[src/rtl/ring_router_pkg.sv]
// Shared definitions for the VC ring router: port indices, default header layout, routing rule.
// Latency: none (types, constants and a pure combinational function).
// Backpressure: not applicable.
package ring_router_pkg;

  localparam int NUM_PORTS = 3;

  localparam logic [1:0] PORT_CW  = 2'd0;
  localparam logic [1:0] PORT_CCW = 2'd1;
  localparam logic [1:0] PORT_PE  = 2'd2;

  // Default header layout of a ring packet
  localparam int DEF_DATA_W  = 64;
  localparam int DEF_DIR_BIT = 62;
  localparam int DEF_HOP_HI  = 55;
  localparam int DEF_HOP_LO  = 48;

  // Routing decision for one FIFO head: where it goes and whether its hop count is consumed
  typedef struct packed {
    logic [1:0] dst;
    logic       hop_dec;
  } route_t;

  // Ring traffic with hops left continues in its direction (one hop consumed);
  // ring traffic with no hops left ejects to the PE; PE traffic enters the ring untouched.
  function automatic route_t route(input logic dir, input logic hop_zero, input logic [1:0] src);
    route_t r;
    r.dst     = dir ? PORT_CCW : PORT_CW;
    r.hop_dec = 1'b0;
    if (src != PORT_PE) begin
      if (hop_zero) r.dst = PORT_PE;
      else          r.hop_dec = 1'b1;
    end
    return r;
  endfunction

endpackage

[src/rtl/router_vc_fifo.sv]
// Per-input, per-VC packet buffer of DEPTH entries with head-of-queue visibility.
// Latency: a push is visible at o_head the cycle after; a pop frees the slot the cycle after.
// Backpressure: o_full blocks further pushes; pushes when full and pops when empty are ignored.
module router_vc_fifo #(
  parameter int W     = 64,
  parameter int DEPTH = 2
) (
  input  logic         clk,
  input  logic         reset,
  input  logic         i_push,
  input  logic [W-1:0] i_dat,
  input  logic         i_pop,
  output logic         o_full,
  output logic         o_empty,
  output logic [W-1:0] o_head
);

  localparam int AW = (DEPTH > 1) ? $clog2(DEPTH) : 1;
  localparam int CW = $clog2(DEPTH + 1);

  logic [W-1:0]  r_mem [DEPTH];
  logic [AW-1:0] r_wptr;
  logic [AW-1:0] r_rptr;
  logic [CW-1:0] r_cnt;
  logic          w_push;
  logic          w_pop;

  assign o_full  = (r_cnt == CW'(DEPTH));
  assign o_empty = (r_cnt == '0);
  assign o_head  = r_mem[r_rptr];
  assign w_push  = i_push && !o_full;
  assign w_pop   = i_pop && !o_empty;

  // Storage array; contents are don't-care while the count says empty
  always_ff @(posedge clk) begin
    if (w_push) r_mem[r_wptr] <= i_dat;
  end

  // Pointer and occupancy tracking
  always_ff @(posedge clk) begin
    if (reset) begin
      r_wptr <= '0;
      r_rptr <= '0;
      r_cnt  <= '0;
    end else begin
      if (w_push) r_wptr <= (r_wptr == AW'(DEPTH - 1)) ? '0 : r_wptr + 1'b1;
      if (w_pop)  r_rptr <= (r_rptr == AW'(DEPTH - 1)) ? '0 : r_rptr + 1'b1;
      if (w_push && !w_pop)      r_cnt <= r_cnt + 1'b1;
      else if (w_pop && !w_push) r_cnt <= r_cnt - 1'b1;
    end
  end

endmodule

[src/rtl/ring_router_vc.sv]
// Ring node router, 3 inputs x 3 outputs, two polarity-multiplexed VCs, round-robin output arbitration.
// Latency: packet accepted in cycle t leaves at the earliest in cycle t+2 (same polarity).
// Backpressure: ri drops only while the link-VC FIFO is full; ro=0 holds the output register.
// Optional ROUTER_STATS_EN adds per-output forward and stall counters.
module ring_router_vc
  import ring_router_pkg::*;
#(
  parameter int DATA_W    = DEF_DATA_W,
  parameter int DIR_BIT   = DEF_DIR_BIT,
  parameter int HOP_HI    = DEF_HOP_HI,
  parameter int HOP_LO    = DEF_HOP_LO,
  parameter int BUF_DEPTH = 2
) (
  input  logic              clk,
  input  logic              reset,
  output logic              polarity,
  input  logic              cwsi,
  input  logic              ccwsi,
  input  logic              pesi,
  output logic              cwri,
  output logic              ccwri,
  output logic              peri,
  input  logic [DATA_W-1:0] cwdi,
  input  logic [DATA_W-1:0] ccwdi,
  input  logic [DATA_W-1:0] pedi,
  output logic              cwso,
  output logic              ccwso,
  output logic              peso,
  input  logic              cwro,
  input  logic              ccwro,
  input  logic              pero,
  output logic [DATA_W-1:0] cwdo,
  output logic [DATA_W-1:0] ccwdo,
  output logic [DATA_W-1:0] pedo
`ifdef ROUTER_STATS_EN
  ,
  output logic [31:0]       fwd_cnt_cw,
  output logic [31:0]       fwd_cnt_ccw,
  output logic [31:0]       fwd_cnt_pe,
  output logic [31:0]       stall_cnt_cw,
  output logic [31:0]       stall_cnt_ccw,
  output logic [31:0]       stall_cnt_pe
`endif
);

  logic              w_si    [NUM_PORTS];
  logic [DATA_W-1:0] w_di    [NUM_PORTS];
  logic              w_ro    [NUM_PORTS];

  logic              w_push  [NUM_PORTS][2];
  logic              w_pop   [NUM_PORTS][2];
  logic              w_full  [NUM_PORTS][2];
  logic              w_empty [NUM_PORTS][2];
  logic [DATA_W-1:0] w_head  [NUM_PORTS][2];

  logic              r_pol;
  logic              w_av;

  route_t            w_rt    [NUM_PORTS];
  logic              w_hvld  [NUM_PORTS];
  logic [1:0]        w_dst   [NUM_PORTS];
  logic [DATA_W-1:0] w_rpkt  [NUM_PORTS];

  logic              w_gnt_vld [NUM_PORTS];
  logic [1:0]        w_gnt_idx [NUM_PORTS];

  logic              r_ofull [NUM_PORTS][2];
  logic [DATA_W-1:0] r_oreg  [NUM_PORTS][2];
  logic [1:0]        r_ptr   [NUM_PORTS][2];
  logic [DATA_W-1:0] r_dlast [NUM_PORTS];
  logic              w_so    [NUM_PORTS];
  logic [DATA_W-1:0] w_do    [NUM_PORTS];

  assign w_si[PORT_CW]  = cwsi;
  assign w_si[PORT_CCW] = ccwsi;
  assign w_si[PORT_PE]  = pesi;
  assign w_di[PORT_CW]  = cwdi;
  assign w_di[PORT_CCW] = ccwdi;
  assign w_di[PORT_PE]  = pedi;
  assign w_ro[PORT_CW]  = cwro;
  assign w_ro[PORT_CCW] = ccwro;
  assign w_ro[PORT_PE]  = pero;

  // The VC not on the link this cycle is the one being arbitrated
  assign w_av = ~r_pol;

  genvar gi, gv;
  for (gi = 0; gi < NUM_PORTS; gi++) begin : g_in
    for (gv = 0; gv < 2; gv++) begin : g_vc
      router_vc_fifo #(.W(DATA_W), .DEPTH(BUF_DEPTH)) u_fifo (
        .clk     (clk),
        .reset   (reset),
        .i_push  (w_push[gi][gv]),
        .i_dat   (w_di[gi]),
        .i_pop   (w_pop[gi][gv]),
        .o_full  (w_full[gi][gv]),
        .o_empty (w_empty[gi][gv]),
        .o_head  (w_head[gi][gv])
      );
    end
  end

  // Route every arbitration-VC head and build its outgoing (hop-rewritten) form
  always_comb begin
    for (int i = 0; i < NUM_PORTS; i++) begin
      w_hvld[i] = !w_empty[i][w_av];
      w_rt[i]   = route(w_head[i][w_av][DIR_BIT], w_head[i][w_av][HOP_HI:HOP_LO] == '0, 2'(i));
      w_dst[i]  = w_rt[i].dst;
      w_rpkt[i] = w_head[i][w_av];
      if (w_rt[i].hop_dec)
        w_rpkt[i][HOP_HI:HOP_LO] = w_head[i][w_av][HOP_HI:HOP_LO] - 1'b1;
    end
  end

  // Round-robin grant per output among heads that target it; pushes go to the link VC
  always_comb begin
    int c;
    c = 0;
    for (int o = 0; o < NUM_PORTS; o++) begin
      w_gnt_vld[o] = 1'b0;
      w_gnt_idx[o] = PORT_CW;
      if (!r_ofull[o][w_av]) begin
        for (int k = 0; k < NUM_PORTS; k++) begin
          c = int'(r_ptr[o][w_av]) + k;
          if (c >= NUM_PORTS) c = c - NUM_PORTS;
          if (!w_gnt_vld[o] && w_hvld[c] && (w_dst[c] == 2'(o))) begin
            w_gnt_vld[o] = 1'b1;
            w_gnt_idx[o] = 2'(c);
          end
        end
      end
    end
    for (int i = 0; i < NUM_PORTS; i++) begin
      for (int v = 0; v < 2; v++) begin
        w_push[i][v] = w_si[i] && (r_pol == 1'(v)) && !w_full[i][v];
        w_pop[i][v]  = 1'b0;
      end
      for (int o = 0; o < NUM_PORTS; o++) begin
        if (w_gnt_vld[o] && (w_gnt_idx[o] == 2'(i))) w_pop[i][w_av] = 1'b1;
      end
    end
  end

  // Link side: the link-VC register drains when downstream is ready; data lines hold otherwise
  always_comb begin
    for (int o = 0; o < NUM_PORTS; o++) begin
      w_so[o] = r_ofull[o][r_pol] && w_ro[o];
      w_do[o] = w_so[o] ? r_oreg[o][r_pol] : r_dlast[o];
    end
  end

  // Polarity, output registers and round-robin pointers
  always_ff @(posedge clk) begin
    if (reset) begin
      r_pol <= 1'b0;
      for (int o = 0; o < NUM_PORTS; o++) begin
        r_dlast[o] <= '0;
        for (int v = 0; v < 2; v++) begin
          r_ofull[o][v] <= 1'b0;
          r_ptr[o][v]   <= PORT_CW;
        end
      end
    end else begin
      r_pol <= ~r_pol;
      for (int o = 0; o < NUM_PORTS; o++) begin
        if (w_so[o]) begin
          r_ofull[o][r_pol] <= 1'b0;
          r_dlast[o]        <= r_oreg[o][r_pol];
        end
        if (w_gnt_vld[o]) begin
          r_ofull[o][w_av] <= 1'b1;
          r_oreg[o][w_av]  <= w_rpkt[w_gnt_idx[o]];
          r_ptr[o][w_av]   <= (w_gnt_idx[o] == PORT_PE) ? PORT_CW : w_gnt_idx[o] + 2'd1;
        end
      end
    end
  end

  assign polarity = r_pol;
  assign cwri     = !w_full[PORT_CW][r_pol];
  assign ccwri    = !w_full[PORT_CCW][r_pol];
  assign peri     = !w_full[PORT_PE][r_pol];
  assign cwso     = w_so[PORT_CW];
  assign ccwso    = w_so[PORT_CCW];
  assign peso     = w_so[PORT_PE];
  assign cwdo     = w_do[PORT_CW];
  assign ccwdo    = w_do[PORT_CCW];
  assign pedo     = w_do[PORT_PE];

`ifdef ROUTER_STATS_EN
  logic [31:0] r_fwd   [NUM_PORTS];
  logic [31:0] r_stall [NUM_PORTS];

  // Per-output sends and cycles lost to a full link register facing ro=0
  always_ff @(posedge clk) begin
    if (reset) begin
      for (int o = 0; o < NUM_PORTS; o++) begin
        r_fwd[o]   <= '0;
        r_stall[o] <= '0;
      end
    end else begin
      for (int o = 0; o < NUM_PORTS; o++) begin
        if (w_so[o]) r_fwd[o] <= r_fwd[o] + 32'd1;
        if (r_ofull[o][r_pol] && !w_ro[o]) r_stall[o] <= r_stall[o] + 32'd1;
      end
    end
  end

  assign fwd_cnt_cw    = r_fwd[PORT_CW];
  assign fwd_cnt_ccw   = r_fwd[PORT_CCW];
  assign fwd_cnt_pe    = r_fwd[PORT_PE];
  assign stall_cnt_cw  = r_stall[PORT_CW];
  assign stall_cnt_ccw = r_stall[PORT_CCW];
  assign stall_cnt_pe  = r_stall[PORT_PE];
`endif

endmodule

[config.mk]
export PLATFORM = sky130hd
export DESIGN_NAME = ring_router_vc
export DESIGN_NICKNAME = d
export VERILOG_FILES = /design/src/rtl/ring_router_pkg.sv /design/src/rtl/router_vc_fifo.sv /design/src/rtl/ring_router_vc.sv
export SDC_FILE = /design/constraint.sdc
export NUM_CORES = 2
export LEC_CHECK = 0
export BUFFER_PORTS_ARGS = -buffer_cell sky130_fd_sc_hd__buf_2
export CAP_MARGIN = 20
export CORE_ASPECT_RATIO = 0.9
export CORE_MARGIN = 2
export CORE_UTILIZATION = 35
export DETAILED_ROUTE_END_ITERATION = 16
export GPL_ROUTABILITY_DRIVEN = 0
export GPL_TIMING_DRIVEN = 0
export MAX_ROUTING_LAYER = met4
export PLACE_DENSITY_LB_ADDON = 0.12
export REMOVE_ABC_BUFFERS = 1
export SYNTH_ARGS = -nofsm -noshare
export SYNTH_HDL_FRONTEND = slang
export SYNTH_SLANG_ARGS = --single-unit
[constraint.sdc]
create_clock -name clk -period 13.1 [get_ports clk]
set_input_delay 2.62 -clock clk [delete_from_list [all_inputs] [get_ports clk]]
set_output_delay 2.62 -clock clk [all_outputs]
set_load 0.01 [all_outputs]
==> flow_metrics.py <==
metrics = {
    "die": {
        "rows": 140,
        "dieWidth_um": 431,
        "die-area_um2": 167000,
        "die_h_um": 388,
        "core_area_um2": 162000,
        "start_util": 0.353,
        "io_pins": 399,
    },
    "critical_path": {
        "crit_path_end": "cwdo[40]",
        "cp.arrival_ns": 4.54,
        "crit_type": "input port to output pin",
        "worstSetupStartpointType": "input port",
        "r2r_start": "polarity",
        "startpoint": "cwro",
        "cp_data_required_time_ns": 10.48,
        "worst_r2r_path_depth": 17,
        "cp_max_fo": 50,
        "rr_endpoint": "g_in[1].g_vc[0].u_fifo.r_cnt[1]",
        "rrSetupSlack_ns": 6.72,
        "setup.worst_path.end_class": "output pin",
    },
    "global_route": {
        "antenna_found_initial": 58,
        "met2_usage": 0.382,
        "grt_max_degree": 88,
        "met1_usage": 0.290,
        "grt_first_pass_wirelength_um": 261000,
        "grt_use_total": 0.229,
        "top_usage_layer": "met2",
        "grt-ovfl-total": 0,
        "grt_pass1_vias": 34062,
        "use_met3": 0.0374,
    },
    "timing": {
        "fin_ws_ns": 5.94,
        "clock.fmax_mhz": 140,
        "fin_crit_sh": 0.547,
        "hold_viol": 0,
        "maxSlewHeadroom": 0.268,
        "drv_slew": 0,
        "tightest_slew_ns": 1.10,
        "finalSetupViolCount": 0,
        "skew_ns": 0.0356,
        "min_period_ns": 7.16,
        "fin_setup_tns_ns": 0,
        "rsz0062_at_grt": "no",
    },
    "clock_tree": {
        "clk_latency_ns": 0.81,
        "cts_resized": 0,
        "cts_root_buf": "clkbuf_16",
        "path_clk_slew_ns": 0.07,
        "tritoncts.num_buffers": 155,
        "clockBufferDepth": 3,
        "cts_setup_buffers": 0,
        "clkSinkCount": 1393,
        "ctsHtreeMaxLevel": 4,
        "cts_tree": "done",
        "cts_hold_buf": 0,
    },
    "synthesis": {
        "synthTopCellsByArea": "edfxtp_1, mux2i_1, mux2_2",
        "syn_area_um2": 57300,
        "yosysSeqAreaShare": 0.724,
        "synthArstFlopShare": 0,
        "synth.distinct_cells": 71,
        "yosys.area.top_type": "edfxtp_1",
        "synth_top_area_share": 0.713,
        "netlist_instances": 3941,
        "synth_most_common_cell": "edfxtp_1",
        "netlist_top_cells_count": "edfxtp_1, mux2i_1, nand2_1, nor2_1, o21ai_0",
        "yosys_warnings": 0,
        "synth_flop_cell": "edfxtp_1",
        "avgSynthCellArea_um2": 14.5,
        "synth-seq-cells": 1393,
        "synth_edf_count": 1362,
    },
    "final_layout": {
        "final_nets": 4587,
        "fill_cells": 14814,
        "layout-drive-gt1-share": 0.208,
        "area_growth_pct": 20.2,
    },
    "routing": {
        "finalWirelength_um": 188000,
        "vias": 34784,
        "drt_iter0_markers": 2665,
        "drtPass1Iterations": 5,
        "final_antenna_net_count": 0,
        "drt-vias-per-instance": 5.23,
        "wl_per_cell_um": 28.2,
        "drc": 0,
    },
    "min_path": {
        "hold_class": "flip-flop to flip-flop",
        "min-delay-start": "g_in[1].g_vc[0].u_fifo.r_cnt[1]",
    },
    "placed_design": {
        "post-place-ws_ns": 5.88,
        "port_buffers": 398,
        "dp_hpwl_um": 123000,
    },
    "power": {
        "power_density_nw_per_um2": 188,
        "vdd_drop_max_v": 0.000209,
        "leakage_nw": 24.1,
    },
    "flow_run": {
        "max-cap-violations": 0,
    },
    "run_status": {
        "status": "completed",
    },
}
## registers in the layout, summed over array words and instances (netlist names), 6 cells and up, named ones only
name / cells
r_ptr: 12
g_in.g_vc.u_fifo.r_rptr: 6
r_oreg: 384
g_in.g_vc.u_fifo.r_cnt: 12
g_in.g_vc.u_fifo.r_mem: 768
g_in.g_vc.u_fifo.r_wptr: 6
r_ofull: 6
r_dlast: 192
## final cells by class
class,count,area (µm²),area share
Sequential cell,1393,41500,0.603
Inverter,19,78.8,0.00114
Tap cell,2130,2670,0.0387
Antenna cell,25,62.6,0.000908
Multi-Input combinational cell,2277,14900,0.216
Clock buffer,201,4120,0.0598
Clock inverter,77,772,0.0112
Timing Repair Buffer,527,4740,0.0688
## how the worst min path moves through the flow
stage / end / depth (start not counted)
after detailed placement: g_in[1].g_vc[0].u_fifo.r_cnt[1] / 2
after floorplan: g_in[1].g_vc[0].u_fifo.r_cnt[1] / 2
after CTS: g_in[1].g_vc[0].u_fifo.r_cnt[1] / 2
after global routing: g_in[2].g_vc[0].u_fifo.r_cnt[1] / 2
final: g_in[1].g_vc[0].u_fifo.r_cnt[1] / 2
after global placement: g_in[1].g_vc[0].u_fifo.r_cnt[1] / 2
## per-stage QoR
stage	cells	area [µm²]	hold WS [ns]	util	power, mW
floorplan	3689	56300	0.466	-	7.49
global placement	6217	60900	0.494	0.376	8.94
detailed placement	6345	63900	0.509	0.394	8.80
CTS	6623	68800	0.522	0.424	13.1
global route	6643	68900	0.554	0.425	13.5
finish	6649	68900	0.514	0.425	12.9
## routing by layer
layer	vias up	part of all wire
li1	15866	-
met1	17739	0.43
met3	298	0.044
met4	0	0.024
met2	881	0.50
met5	-	0
## report_power, final
group	switching (mW)	internal [mW]
Clock	1.85	2.40
Combinational	1.92	1.04
Sequential	0.181	5.54
Total	3.96	8.98
## cells by family (layout without fill, tap and decap cells)
group | Yosys count | count (layout) | share of synthesized area
compound gates | 743 | 743 | 0.0812
xor+xnor | 24 | 24 | 0.00367
fa+ha+maj | 17 | 17 | 0.00358
buf+inv | 271 | 824 | 0.0196
flops | 1393 | 1393 | 0.724
mux | 539 | 539 | 0.0972
other cells | 0 | 25 | 0
simple gates | 954 | 954 | 0.0706
## critical path, stage by stage
cell	delay, ns
buf_2	0.13
nand2_4	0.43
buf_16	0.40
o21ai_0	0.64
buf_2	0.25
## cell usage in the layout, fill, tap and decap left out, types with 7 or more instances in the layout
cell type	instances
a21oi_1	201
bufinv_16	8
edfxtp_1	1362
or2_2	8
nand2_1	382
clkinv_2	23
buf_12	46
nor2_1	370
mux2i_1	405
nand2b_1	23
inv_1	17
and3_1	8
ha_1	14
dfxtp_4	7
o221ai_2	14
buf_2	399
dfxtp_1	24
clkbuf_1	40
clkinv_1	28
diode_2	25
mux2_2	128
xor2_1	14
a211oi_1	70
nand3_1	15
xnor2_1	10
nor2b_1	74
clkbuf_16	156
o221ai_1	105
buf_4	17
o21ai_0	279
buf_16	59
nor3_1	18
or3_1	8
a31oi_1	7
Note: power is estimated with default switching activity, not from simulation.
